<file path="config.mk">
export PLATFORM = sky130hd
export DESIGN_NAME = lsu_subword_bridge
export DESIGN_NICKNAME = d
export VERILOG_FILES = /design/src/rtl/lsu_subword_bridge.sv
export SDC_FILE = /design/constraint.sdc
export NUM_CORES = 1
export LEC_CHECK = 0
export BUFFER_PORTS_ARGS = -buffer_cell sky130_fd_sc_hd__buf_2
export CAP_MARGIN = 20
export CORE_MARGIN = 2
export CORE_UTILIZATION = 35
export DETAILED_ROUTE_END_ITERATION = 8
export GPL_TIMING_DRIVEN = 0
export SYNTH_ARGS = -nofsm -noshare
export SYNTH_HDL_FRONTEND = slang
export SYNTH_SLANG_ARGS = --single-unit
</file>
<file path="constraint.sdc">
create_clock -name clk -period 2.2 [get_ports clk]
set_input_delay 0.11 -clock clk [delete_from_list [all_inputs] [get_ports clk]]
set_output_delay 0.11 -clock clk [all_outputs]
set_load 0.1 [all_outputs]
</file>
<file path="src/rtl/lsu_subword_bridge.sv">
// rtl/lsu_subword_bridge.sv - byte/half/word load-store bridge onto a word-addressed memory
// Sub-word stores use read-modify-write; loads return sign- or zero-extended data.
module lsu_subword_bridge #(
   parameter int MEM_LAT = 1
) (
   input  logic        clk,
   input  logic        rst,
   input  logic        req_valid,
   output logic        req_ready,
   input  logic        req_load,
   input  logic [1:0]  req_size,
   input  logic        req_unsigned,
   input  logic [31:0] req_addr,
   input  logic [31:0] req_wdata,
   output logic        resp_valid,
   output logic [31:0] resp_rdata,
   output logic        resp_error,
   output logic [31:0] mem_address,
   output logic [31:0] mem_write_data,
   output logic        mem_read,
   output logic        mem_write,
   input  logic [31:0] mem_read_data
);

   typedef enum logic [1:0] {IDLE, READ, WRITE, RESP} state_t;

   state_t      state, state_next;
   logic [1:0]  addr_lo;
   logic [1:0]  size_q;
   logic        uns_q, load_q, err_q;
   logic [31:0] wdata_q, data_q;
   logic [3:0]  cnt;
   logic        req_err;
   logic [31:0] shifted, merged, ext;

   always_comb begin
      req_err = (req_size == 2'b11) ||
                (req_size == 2'b01 && req_addr[0]) ||
                (req_size == 2'b10 && req_addr[1:0] != 2'b00);
   end

   always_ff @(posedge clk) begin
      if (rst) begin
         state       <= IDLE;
         addr_lo     <= '0;
         size_q      <= '0;
         uns_q       <= 1'b0;
         load_q      <= 1'b0;
         err_q       <= 1'b0;
         wdata_q     <= '0;
         data_q      <= '0;
         cnt         <= '0;
         mem_address <= '0;
      end else begin
         state <= state_next;
         case (state)
            IDLE: begin
               if (req_valid) begin
                  addr_lo <= req_addr[1:0];
                  size_q  <= req_size;
                  uns_q   <= req_unsigned;
                  load_q  <= req_load;
                  wdata_q <= req_wdata;
                  err_q   <= req_err;
                  cnt     <= 4'(MEM_LAT - 1);
                  // Error requests never touch memory, so the bus address keeps its old value.
                  if (!req_err)
                     mem_address <= {req_addr[31:2], 2'b00};
               end
            end
            READ: begin
               if (cnt == 4'd0)
                  data_q <= mem_read_data;
               else
                  cnt <= cnt - 4'd1;
            end
            default: ;
         endcase
      end
   end

   // Halfwords are aligned, so the byte-lane shift also selects the correct halfword.
   always_comb begin
      shifted = data_q >> {addr_lo, 3'b000};
      case (size_q)
         2'b00:   ext = {{24{~uns_q & shifted[7]}}, shifted[7:0]};
         2'b01:   ext = {{16{~uns_q & shifted[15]}}, shifted[15:0]};
         default: ext = data_q;
      endcase
   end

   always_comb begin
      merged = data_q;
      if (size_q == 2'b00) begin
         case (addr_lo)
            2'd0:    merged[7:0]   = wdata_q[7:0];
            2'd1:    merged[15:8]  = wdata_q[7:0];
            2'd2:    merged[23:16] = wdata_q[7:0];
            default: merged[31:24] = wdata_q[7:0];
         endcase
      end else if (addr_lo[1]) begin
         merged[31:16] = wdata_q[15:0];
      end else begin
         merged[15:0] = wdata_q[15:0];
      end
   end

   always_comb begin
      state_next     = state;
      req_ready      = 1'b0;
      mem_read       = 1'b0;
      mem_write      = 1'b0;
      mem_write_data = '0;
      resp_valid     = 1'b0;
      resp_rdata     = '0;
      resp_error     = 1'b0;
      case (state)
         IDLE: begin
            req_ready = 1'b1;
            if (req_valid) begin
               if (req_err)
                  state_next = RESP;
               else if (req_load || req_size != 2'b10)
                  state_next = READ;
               else
                  state_next = WRITE;
            end
         end
         READ: begin
            mem_read = 1'b1;
            if (cnt == 4'd0)
               state_next = load_q ? RESP : WRITE;
         end
         WRITE: begin
            mem_write      = 1'b1;
            mem_write_data = (size_q == 2'b10) ? wdata_q : merged;
            state_next     = RESP;
         end
         default: begin
            resp_valid = 1'b1;
            resp_error = err_q;
            resp_rdata = (load_q && !err_q) ? ext : 32'd0;
            state_next = IDLE;
         end
      endcase
   end

endmodule

</file>
==> results.md <==
- Status: finished, violations left
- Failing checks: setup timing
- Tot Pwr: approximately 9 mW
- Initial antenna violation count: 0
- Total track usage: 25.68%
- Post-synth EDFFs: 0
- Synthesized cell area: roughly 5700 µm²
- CTS root buf: clkbuf_16
- Pre-Repair DR Iteration Count: 5
- # IOs: between 200 and 250
- Layout Skew: 0.01075 ns
- Pin count of the biggest net entering global routing: 21
- Die Area: around 17000 µm²
- Finished Layout Cells: between 1000 and 1500
- Layout area overhead: 65.58%
- Longest Clk Path Bufs: 2
- Vias in the first global route: approximately 6500
- Row cnt: 46
- CP Data Required Time: between 2 and 2.5 ns
- #FFs+latches synth: roughly 110
- Die Y: 132.0 µm
- CTS Buf Count: 9
- Min-delay src: req_wdata[16]
- Top cell type's share of synthesized area: 37.37%
- Cell taking the most area after synthesis: dfxtp_1
- Hold Path Depth: 3
- Power Dens Cells: just over 900 nW/µm²
- Lkg Pwr: between 3 and 4 nW
- Most frequent cell after synthesis: nand2_1
- Commonest cells post-synth: nand2_1 (252), a21oi_1 (134), dfxtp_1 (107)
- CTS Sinks: about 110
- Post-route DRC: 0
- Register area share after synthesis: ~37%
- Worst setup EP type: output pin
- Filler Cell Count: approximately 1400
- Total global routing overflow: 0
- Routed WL per cell: 17.82 µm
- Setup CP Type: register to output pin
- Synth Instances: just under 800
- Register area: roughly 2200 µm²
- Slew margin rel.: about 53%
- Multi-input gate area: 3807 µm²
- Worst Setup Start Kind: register
- Unique masters post-synth: between 40 and 50
- Critical Path Max Stage Delay: 0.50 ns
- Dpl ws: -0.3389 ns
- IO buf count: 200
- Post-DP HPWL: about 16000 µm
- Global-route wire length before repair: around 35000 µm
- Async SR Flop Fraction: 0%
- N_diodes: 0
- Htree depth: 3
- IR drop worst, VDD: 1175 µV
- WP data arrival: 2.22 ns
- DIE WIDTH: 132.0 µm
- Tcrit/Tclk final: 105.9%
- RSZ-0062 raised after global routing: yes
- RR Startpoint: state[1]
- Minimum clock period: about 2.3 ns
- Layout net count: 1200
- Max_cap viols: 0
- Reg2Reg Depth: 7
- Min Hold Slack: approximately 0.0015 ns
- Worst Hold Class: input pin to register
- Fin worst setup slack: -0.1302 ns
- Crit Reg-Reg Endpoint: data_q[31]
- Critical-path top delay cell: a2111oi_4
- Synth warn: 0
- Dpl cells: 1201
- Clock Pin Slew Worst Setup and Hold Paths: 0.08 ns
- Most frequently used flop master after synthesis: dfxtp_1
- Core area: ~16000 µm²
- Setup Viol. Count Final: 28
- Placer Congestion: about 0.95
- Hold Fails Final Rpt: 0
- Layout Utilization: between 50% and 60%
- Fmax: roughly 0.43 GHz
- Starting Density: ~36%
- CP dominant cell by count: buf_6
- Reg2Reg Setup Slack: approximately 0.18 ns
- DR iter-0 viols: between 300 and 400
- Layout cell share with drive strength beyond 1: a little under a third
- CTS tree: yes
- DRT antenna net count: 0
- Final WL: ~23000 µm
- Max-slew violations: 0
- Worst slew pin tran: about 0.71 ns
- WHS Endpoint: wdata_q[16]
- Worst skew pair latency: between 0.3 and 0.4 ns
- Leading post-synthesis cells by cell area: dfxtp_1 (37%), nand2_1 (17%), a21oi_1 (12%)
- Via count: ~6800
- Syn Area/Cell: ~7.3 µm²
- Vias per inst: 5.148
- Crit Path Max Fanout: 7
- Worst-path cell chain: buf_6 -> nor2b_4 -> buf_6 -> a32oi_4 -> a2111oi_4 -> buf_4 -> a21o_4 -> buf_12
## metal layers
layer / up-vias / share of wire [%] / track usage [%]
met3: 52 / 6.8 / 6.075
met4: 0 / 2.5 / 6.703
met1: 3152 / 42 / 31.77
met2: 270 / 49 / 44.76
met5: - / 0 / 0
li1: 3280 / - / -
## through the flow
step	cell area [µm²]	TNS, ns
6_report	9490	-1.722
5_1_grt	9490	-4.224
4_1_cts	9283	-0.7255
3_5_place_dp	7435	-7.847
3_3_place_gp	7435	-6.536
2_1_floorplan	6163	-19.16
## how the worst max path moves through the flow
stage	startpoint	slack [ns]	to	cells past startpoint
final	addr_lo[1]	-0.13	resp_rdata[28]	8
after global routing	addr_lo[1]	-0.21	resp_rdata[28]	8
after detailed placement	state[1]	-0.34	resp_rdata[22]	6
after floorplan	state[0]	-0.25	mem_address[22]	8
after CTS	addr_lo[0]	-0.08	resp_rdata[31]	7
after global placement	state[1]	-0.32	resp_rdata[26]	6
## area by class of cell
type	instances	area share, %
Tap cell	216	2.848
Sequential cell	107	22.72
Buffer	60	3.546
Multi-Input combinational cell	598	40.12
Clock buffer	10	2.518
Timing Repair Buffer	298	26.61
Clock inverter	6	0.9624
Inverter	17	0.6856
## critical path: cells and delay by family, from the launching register on
family / cells / cell delay [ns]
compound gates: 3 / 0.73
buf+inv: 4 / 0.65
flops: 1 / 0.33
simple gates: 1 / 0.15
## report_power, final
group / internal, mW / switching, mW
Combinational: 1.29 / 2.86
Sequential: 2.31 / 0.529
Clock: 0.951 / 0.845
## cell families after synthesis
family	after synthesis	synth area share [%]
mux	50	8.775
compound gates	237	24.99
simple gates	301	21.28
other cells	1	0.06543
xor+xnor	2	0.3057
buf+inv	80	5.894
fa+ha+maj	6	1.310
flops	107	37.37
## cells in the final DEF, fill, tap and decap left out, types with 9 or more instances in the layout
master and count:
nand2_1 251, buf_2 144, a21oi_1 119, dfxtp_1 98, dlygate4sd3_1 86, mux2i_1 47
clkbuf_1 29, buf_4 27, o21ai_0 24, buf_12 24, buf_6 18, inv_1 16
a21o_4 16, o221ai_1 15, o21a_2 12, clkbuf_4 11, buf_8 10, a21oi_4 10
nor2_2 9, clkbuf_16 9
## flip-flops by register name, indices dropped and copies added (netlist names), 2 cells and up
register	flops
addr_lo	2
cnt	4
data_q	32
mem_address	30
size_q	2
state	2
wdata_q	32
## timing repair
action	CTS	global route
resized for setup	177	65
cloned	1	0
buffers inserted	8	3
endpoints found under the hold margin	86	0
hold buffers	86	0
pin swaps	3	3
endpoints found under the setup margin	123	145
(Power assumes the default switching activity.)
